### src/rtl/data_stack_if.sv
// Command/result bundle between the decoder/shifter side and the Forth parameter stack.
interface data_stack_if #(
  parameter int WIDTH = 16,
  parameter int DEPTH = 16,
  parameter int PTRW  = 4
);
  logic [WIDTH-1:0] Result;
  logic [1:0]       stackCtrl;
  logic             clrFlags;
  logic [WIDTH-1:0] T;
  logic [WIDTH-1:0] N;
  logic [PTRW:0]    depth;
  logic             overflow;
  logic             underflow;

  modport master (
    output Result, stackCtrl, clrFlags,
    input  T, N, depth, overflow, underflow
  );

  modport slave (
    input  Result, stackCtrl, clrFlags,
    output T, N, depth, overflow, underflow
  );
endinterface

### src/rtl/data_stack.sv
// Forth parameter stack: T and N in registers, deeper entries in a DEPTH-entry spill array.
// Optional feature macro DSTACK_GUARD_EN enables full/empty checking with sticky error flags.
module data_stack #(
  parameter int WIDTH = 16,
  parameter int DEPTH = 16,
  parameter int PTRW  = 4
) (
  input  logic         clk,
  input  logic         rst,
  data_stack_if.slave  bus
);

  localparam logic [1:0] CMD_HOLD    = 2'b00;
  localparam logic [1:0] CMD_PUSH    = 2'b01;
  localparam logic [1:0] CMD_POP     = 2'b10;
  localparam logic [1:0] CMD_REPLACE = 2'b11;

  localparam logic [PTRW:0] DEPTH_FULL = (PTRW+1)'(DEPTH);
  localparam logic [PTRW:0] DEPTH_LAST = (PTRW+1)'(DEPTH - 1);
  localparam logic [PTRW:0] DEPTH_ONE  = (PTRW+1)'(1);

  logic [WIDTH-1:0] t_q, t_d;
  logic [WIDTH-1:0] n_q, n_d;
  logic [PTRW:0]    depth_q, depth_d;
  logic [WIDTH-1:0] mem_q [DEPTH];

  logic             mem_we_s;
  logic [PTRW-1:0]  free_idx_s;
  logic [PTRW-1:0]  top_idx_s;
  logic             full_s;
  logic             empty_s;
  logic             ovf_set_s;
  logic             udf_set_s;

  // Slot indices wrap modulo DEPTH, so an empty stack's top index is DEPTH-1.
  assign free_idx_s = depth_q[PTRW-1:0];
  assign top_idx_s  = depth_q[PTRW-1:0] - {{(PTRW-1){1'b0}}, 1'b1};
  assign full_s     = (depth_q == DEPTH_FULL);
  assign empty_s    = (depth_q == {(PTRW+1){1'b0}});

  // Next-state decode for T, N, depth and the spill write enable.
  always_comb begin
    t_d       = t_q;
    n_d       = n_q;
    depth_d   = depth_q;
    mem_we_s  = 1'b0;
    ovf_set_s = 1'b0;
    udf_set_s = 1'b0;
    case (bus.stackCtrl)
      CMD_HOLD: begin
        t_d = t_q;
      end
      CMD_PUSH: begin
`ifdef DSTACK_GUARD_EN
        if (full_s) begin
          ovf_set_s = 1'b1;
        end else begin
          mem_we_s = 1'b1;
          n_d      = t_q;
          t_d      = bus.Result;
          depth_d  = depth_q + DEPTH_ONE;
        end
`else
        mem_we_s = 1'b1;
        n_d      = t_q;
        t_d      = bus.Result;
        if (full_s) begin
          depth_d = {(PTRW+1){1'b0}};
        end else begin
          depth_d = depth_q + DEPTH_ONE;
        end
`endif
      end
      CMD_POP: begin
`ifdef DSTACK_GUARD_EN
        if (empty_s) begin
          udf_set_s = 1'b1;
        end else begin
          n_d     = mem_q[top_idx_s];
          t_d     = bus.Result;
          depth_d = depth_q - DEPTH_ONE;
        end
`else
        n_d = mem_q[top_idx_s];
        t_d = bus.Result;
        if (empty_s) begin
          depth_d = DEPTH_LAST;
        end else begin
          depth_d = depth_q - DEPTH_ONE;
        end
`endif
      end
      CMD_REPLACE: begin
        t_d = bus.Result;
      end
      default: begin
        t_d = t_q;
      end
    endcase
  end

  // T, N and depth registers.
  always_ff @(posedge clk) begin
    if (rst) begin
      t_q     <= {WIDTH{1'b0}};
      n_q     <= {WIDTH{1'b0}};
      depth_q <= {(PTRW+1){1'b0}};
    end else begin
      t_q     <= t_d;
      n_q     <= n_d;
      depth_q <= depth_d;
    end
  end

  // Spill array: no reset, contents are don't-care until written.
  always_ff @(posedge clk) begin
    if (mem_we_s && !rst) begin
      mem_q[free_idx_s] <= n_q;
    end
  end

  assign bus.T     = t_q;
  assign bus.N     = n_q;
  assign bus.depth = depth_q;

`ifdef DSTACK_GUARD_EN
  logic ovf_q, ovf_d;
  logic udf_q, udf_d;

  // Sticky flags: clear first, a fresh error in the same cycle wins.
  always_comb begin
    ovf_d = ovf_q;
    udf_d = udf_q;
    if (bus.clrFlags) begin
      ovf_d = 1'b0;
      udf_d = 1'b0;
    end else begin
      ovf_d = ovf_q;
      udf_d = udf_q;
    end
    if (ovf_set_s) begin
      ovf_d = 1'b1;
    end else begin
      ovf_d = ovf_d;
    end
    if (udf_set_s) begin
      udf_d = 1'b1;
    end else begin
      udf_d = udf_d;
    end
  end

  // Sticky flag registers.
  always_ff @(posedge clk) begin
    if (rst) begin
      ovf_q <= 1'b0;
      udf_q <= 1'b0;
    end else begin
      ovf_q <= ovf_d;
      udf_q <= udf_d;
    end
  end

  assign bus.overflow  = ovf_q;
  assign bus.underflow = udf_q;
`else
  logic unused_s;
  assign unused_s      = ovf_set_s | udf_set_s | bus.clrFlags;
  assign bus.overflow  = 1'b0;
  assign bus.underflow = 1'b0;
`endif

endmodule

### src/flat_wrapper.sv
// flat-port wrapper written by rule: the top's interface ports become plain ports
module data_stack_flat 
#(
  parameter int WIDTH = 16,
  parameter int DEPTH = 16,
  parameter int PTRW  = 4
)
  (clk, rst, bus_Result, bus_stackCtrl, bus_clrFlags, bus_T, bus_N, bus_depth, bus_overflow, bus_underflow);
  data_stack_if #(.WIDTH(WIDTH), .DEPTH(DEPTH), .PTRW(PTRW)) bus_i ();
  input  logic clk;
  input  logic rst;
  input wire logic [$bits(bus_i.Result)-1:0] bus_Result;
  input wire logic [$bits(bus_i.stackCtrl)-1:0] bus_stackCtrl;
  input wire logic [$bits(bus_i.clrFlags)-1:0] bus_clrFlags;
  output wire logic [$bits(bus_i.T)-1:0] bus_T;
  output wire logic [$bits(bus_i.N)-1:0] bus_N;
  output wire logic [$bits(bus_i.depth)-1:0] bus_depth;
  output wire logic [$bits(bus_i.overflow)-1:0] bus_overflow;
  output wire logic [$bits(bus_i.underflow)-1:0] bus_underflow;
  assign bus_i.Result = bus_Result;
  assign bus_i.stackCtrl = bus_stackCtrl;
  assign bus_i.clrFlags = bus_clrFlags;
  assign bus_T = bus_i.T;
  assign bus_N = bus_i.N;
  assign bus_depth = bus_i.depth;
  assign bus_overflow = bus_i.overflow;
  assign bus_underflow = bus_i.underflow;
  data_stack #(.WIDTH(WIDTH), .DEPTH(DEPTH), .PTRW(PTRW)) u_core (.clk(clk), .rst(rst), .bus(bus_i));
endmodule
### config.mk
export PLATFORM = sky130hd
export DESIGN_NAME = data_stack_flat
export DESIGN_NICKNAME = d
export VERILOG_FILES = /design/src/rtl/data_stack_if.sv /design/src/rtl/data_stack.sv /design/src/flat_wrapper.sv
export SDC_FILE = /design/constraint.sdc
export NUM_CORES = 1
export LEC_CHECK = 0
export BUFFER_PORTS_ARGS = -buffer_cell sky130_fd_sc_hd__buf_2
export CAP_MARGIN = 20
export CORE_ASPECT_RATIO = 1.4
export CORE_MARGIN = 1.5
export CORE_UTILIZATION = 61
export DETAILED_ROUTE_END_ITERATION = 12
export MAX_ROUTING_LAYER = met4
export PLACE_DENSITY = 0.9
export SKIP_CTS_REPAIR_TIMING = 1
export SLEW_MARGIN = 20
export SYNTH_ARGS = -nofsm -noshare
export SYNTH_HDL_FRONTEND = slang
export SYNTH_SLANG_ARGS = --single-unit
### constraint.sdc
create_clock -name clk -period 2.94 [get_ports clk]
set_input_delay 0.441 -clock clk [delete_from_list [all_inputs] [get_ports clk]]
set_output_delay 0.441 -clock clk [all_outputs]
set_load 0.01 [all_outputs]
==> out/qor.yml <==
grt:
  grt_max_degree: 58
  grt_usage: 0.278
  gr-total-overflow: 0
  antenna_found_initial: 0
  grt_pass1_vias: 7282
  grt_pass1_wl_um: 40800
hold_path:
  hp-class: "in -> reg"
  min_from: "bus_Result[2]"
  worstHoldPathCells: 3
  hold_end: "u_core.bus.T[2]$_SDFFE_PP0P_"
route:
  drt_iter0_markers: 776
  wirelength_um: 27100
  final_antenna_net_count: 0
  drt_pass1_iterations: 6
  via_per_inst: 6.44
  drc: 0
  vias: 7244
  route.detailed.wl_per_inst_um: 24.1
floorplanning:
  io_pins: 60
  die_w_um: 121
  die_area_um2: 20200
  core_um2: 19100
  die_h_um: 168
  initial_core_util: 0.620
  rows: 60
cts:
  clock_sinks: 293
  clock_path_buffers: 3
  cts_root_buf: "clkbuf_16"
  clock_latency_ns: 0.53
  cts_tree: "done"
  cts_buffers: 25
  clkTransAtPathRegs_ns: 0.07
  cts_htree_levels: 1
timing:
  fmax_mhz: 360
  period_minus_slack_ns: 2.78
  skew_ns: 0.0142
  finalSetupViolCount: 0
  final.setup.tns_ns: 0
  tightest_slew_ns: 0.924
  finalCritPeriodShare: 0.944
  timing_hold_violations_final: 0
  drv_slew: 0
  slew_headroom: 0.384
  rsz0062_at_grt: "no"
yosys:
  syn_inst: 776
  ys_seq_elements: 293
  async_flop_share: 0
  synth_cell_types: 37
  ys.flop_type: "edfxtp_1"
  synth_edf_count: 256
  synth_warnings: 0
  syn-cell-area_um2: 11800
  avgSynthCellArea_um2: 15.2
  ys_seq_area_frac: 0.713
place:
  placed_cell_area_um2: 12600
  portBuffers: 56
  gp_congestion: 0.895
  hpwl_um: 15400
setup_path:
  crit_required_ns: 3.35
  critical_path_class: "reg -> reg"
  worstReg2RegStart: "u_core.bus.depth[1]$_SDFFE_PP0P_"
  reg2reg_depth: 7
  reg2reg_to: "u_core.bus.N[14]$_SDFFE_PP0P_"
  cp_data_arrival_time_ns: 3.19
  crit_path_max_fanout: 8
  start_kind: "flip-flop"
  regToRegSetupSlack_ns: 0.16
  endpoint_kind: "flip-flop"
job:
  max-cap-violations: 0
cells_and_area:
  design_area_um2: 13500
  area_delta_synth_final_pct: 13.9
  final_layout_size_suffix_gt1_frac: 0.212
  antenna_cells: 0
  nFillCells: 1108
  final_nets: 888
run_status:
  status: "completed"
power:
  pwr_density_cell_nw_per_um2: 728
  p_leak_nw: 4.80
  peakVddDrop_mv: 0.438
## state kept, by name, summed over array words and instances (netlist names)
name / count
u_core.mem_q: 256
u_core.bus.T: 16
u_core.bus.N: 16
u_core.bus.depth: 5
## worst max-delay path, stage by stage (launching register included)
cell and delay, ns:
dfxtp_1 0.53, inv_1 0.20, ha_1 0.35, xor2_4 0.31
mux4_2 0.54, o21ai_0 0.22, and3b_1 0.20, or3_1 0.31
## cells in the mapped netlist, drive strengths merged, types with 2 or more instances
library cell  count  area share
xnor2             2      0.0015
dfxtp            37       0.063
nand2b            5      0.0026
clkbuf           27      0.0086
o21ai            37       0.016
a22oi            16       0.010
a21oi            22      0.0093
o31ai             2      0.0013
nand3            18      0.0076
inv              21      0.0067
a211oi           16       0.010
or2               2      0.0011
nor2             58       0.018
a31oi            15      0.0079
ha                9      0.0095
buf              21      0.0097
edfxtp          256        0.65
mux2i            80       0.068
nand2            84       0.027
mux4             33       0.063
## final cells by class
class	instances	area (um^2)	share of cell area
inverter	21	78.8	0.00586
timing repair buffer	102	651	0.0483
clock buffer	28	667	0.0496
sequential	293	8430	0.626
multi-input combinational	415	3140	0.233
tap	248	310	0.0231
clock inverter	18	179	0.0133
## layout by cell type (no fill, tap or decap), types with 15 or more instances in the layout
cell / instances
edfxtp_1: 256
nor2_1: 58
a31oi_1: 15
a211oi_1: 16
mux2i_1: 80
inv_1: 21
mux4_2: 33
buf_4: 44
buf_2: 56
nand3_1: 18
a22oi_1: 16
o21ai_0: 37
clkbuf_16: 25
nand2_1: 84
dfxtp_1: 36
a21oi_1: 22
## where the power goes
part	total (mW)	internal, mW	switching, mW
clock network	3.38	1.91	1.47
registers	4.82	4.69	0.135
logic	1.60	0.620	0.977
total	9.80	7.21	2.58
## through the flow
step / hold slack, ns / setup slack, ns / std cells / util / total power, mW
after global placement: 0.501 / 0.343 / 1079 / 0.661 / 6.36
after floorplan: 0.545 / 0.448 / 777 / - / 5.89
final: 0.140 / 0.164 / 1125 / 0.706 / 9.80
after CTS: 0.137 / 0.130 / 1125 / 0.705 / 9.78
after global routing: 0.142 / 0.0967 / 1125 / 0.706 / 10.1
after detailed placement: 0.519 / 0.262 / 1079 / 0.661 / 6.43
## metal layers
layer / global-route usage / vias up / routed length, um
met2: 0.467 / 496 / 14000
met4: 0.147 / 0 / 1420
li1: - / 3095 / -
met5: - / - / 0
met3: 0.0293 / 122 / 2200
met1: 0.332 / 3531 / 9500
## worst max-delay path by stage
stage,start,end,slack (ns),cells past startpoint
6_report,u_core.bus.depth[1]$_SDFFE_PP0P_,u_core.bus.N[14]$_SDFFE_PP0P_,0.16,7
5_1_grt,u_core.bus.depth[1]$_SDFFE_PP0P_,u_core.bus.N[14]$_SDFFE_PP0P_,0.1,7
4_1_cts,u_core.bus.depth[1]$_SDFFE_PP0P_,u_core.bus.N[14]$_SDFFE_PP0P_,0.13,7
3_5_place_dp,u_core.bus.depth[1]$_SDFFE_PP0P_,u_core.bus.N[14]$_SDFFE_PP0P_,0.26,7
3_3_place_gp,u_core.bus.depth[1]$_SDFFE_PP0P_,u_core.bus.N[14]$_SDFFE_PP0P_,0.34,7
2_1_floorplan,u_core.bus.depth[0]$_SDFFE_PP0P_,u_core.bus.N[14]$_SDFFE_PP0P_,0.45,9
## kinds of logic (layout without fill, tap and decap cells)
family	Yosys count	after routing	synth area share
flops	293	293	0.713
simple gates	176	176	0.0617
mux	113	113	0.131
compound gates	112	112	0.0572
buf+inv	69	169	0.0250
fa+ha+maj	9	9	0.00953
xor+xnor	3	3	0.00222
other cells	1	2	0.000317
Note: power is estimated with default switching activity, not from simulation.
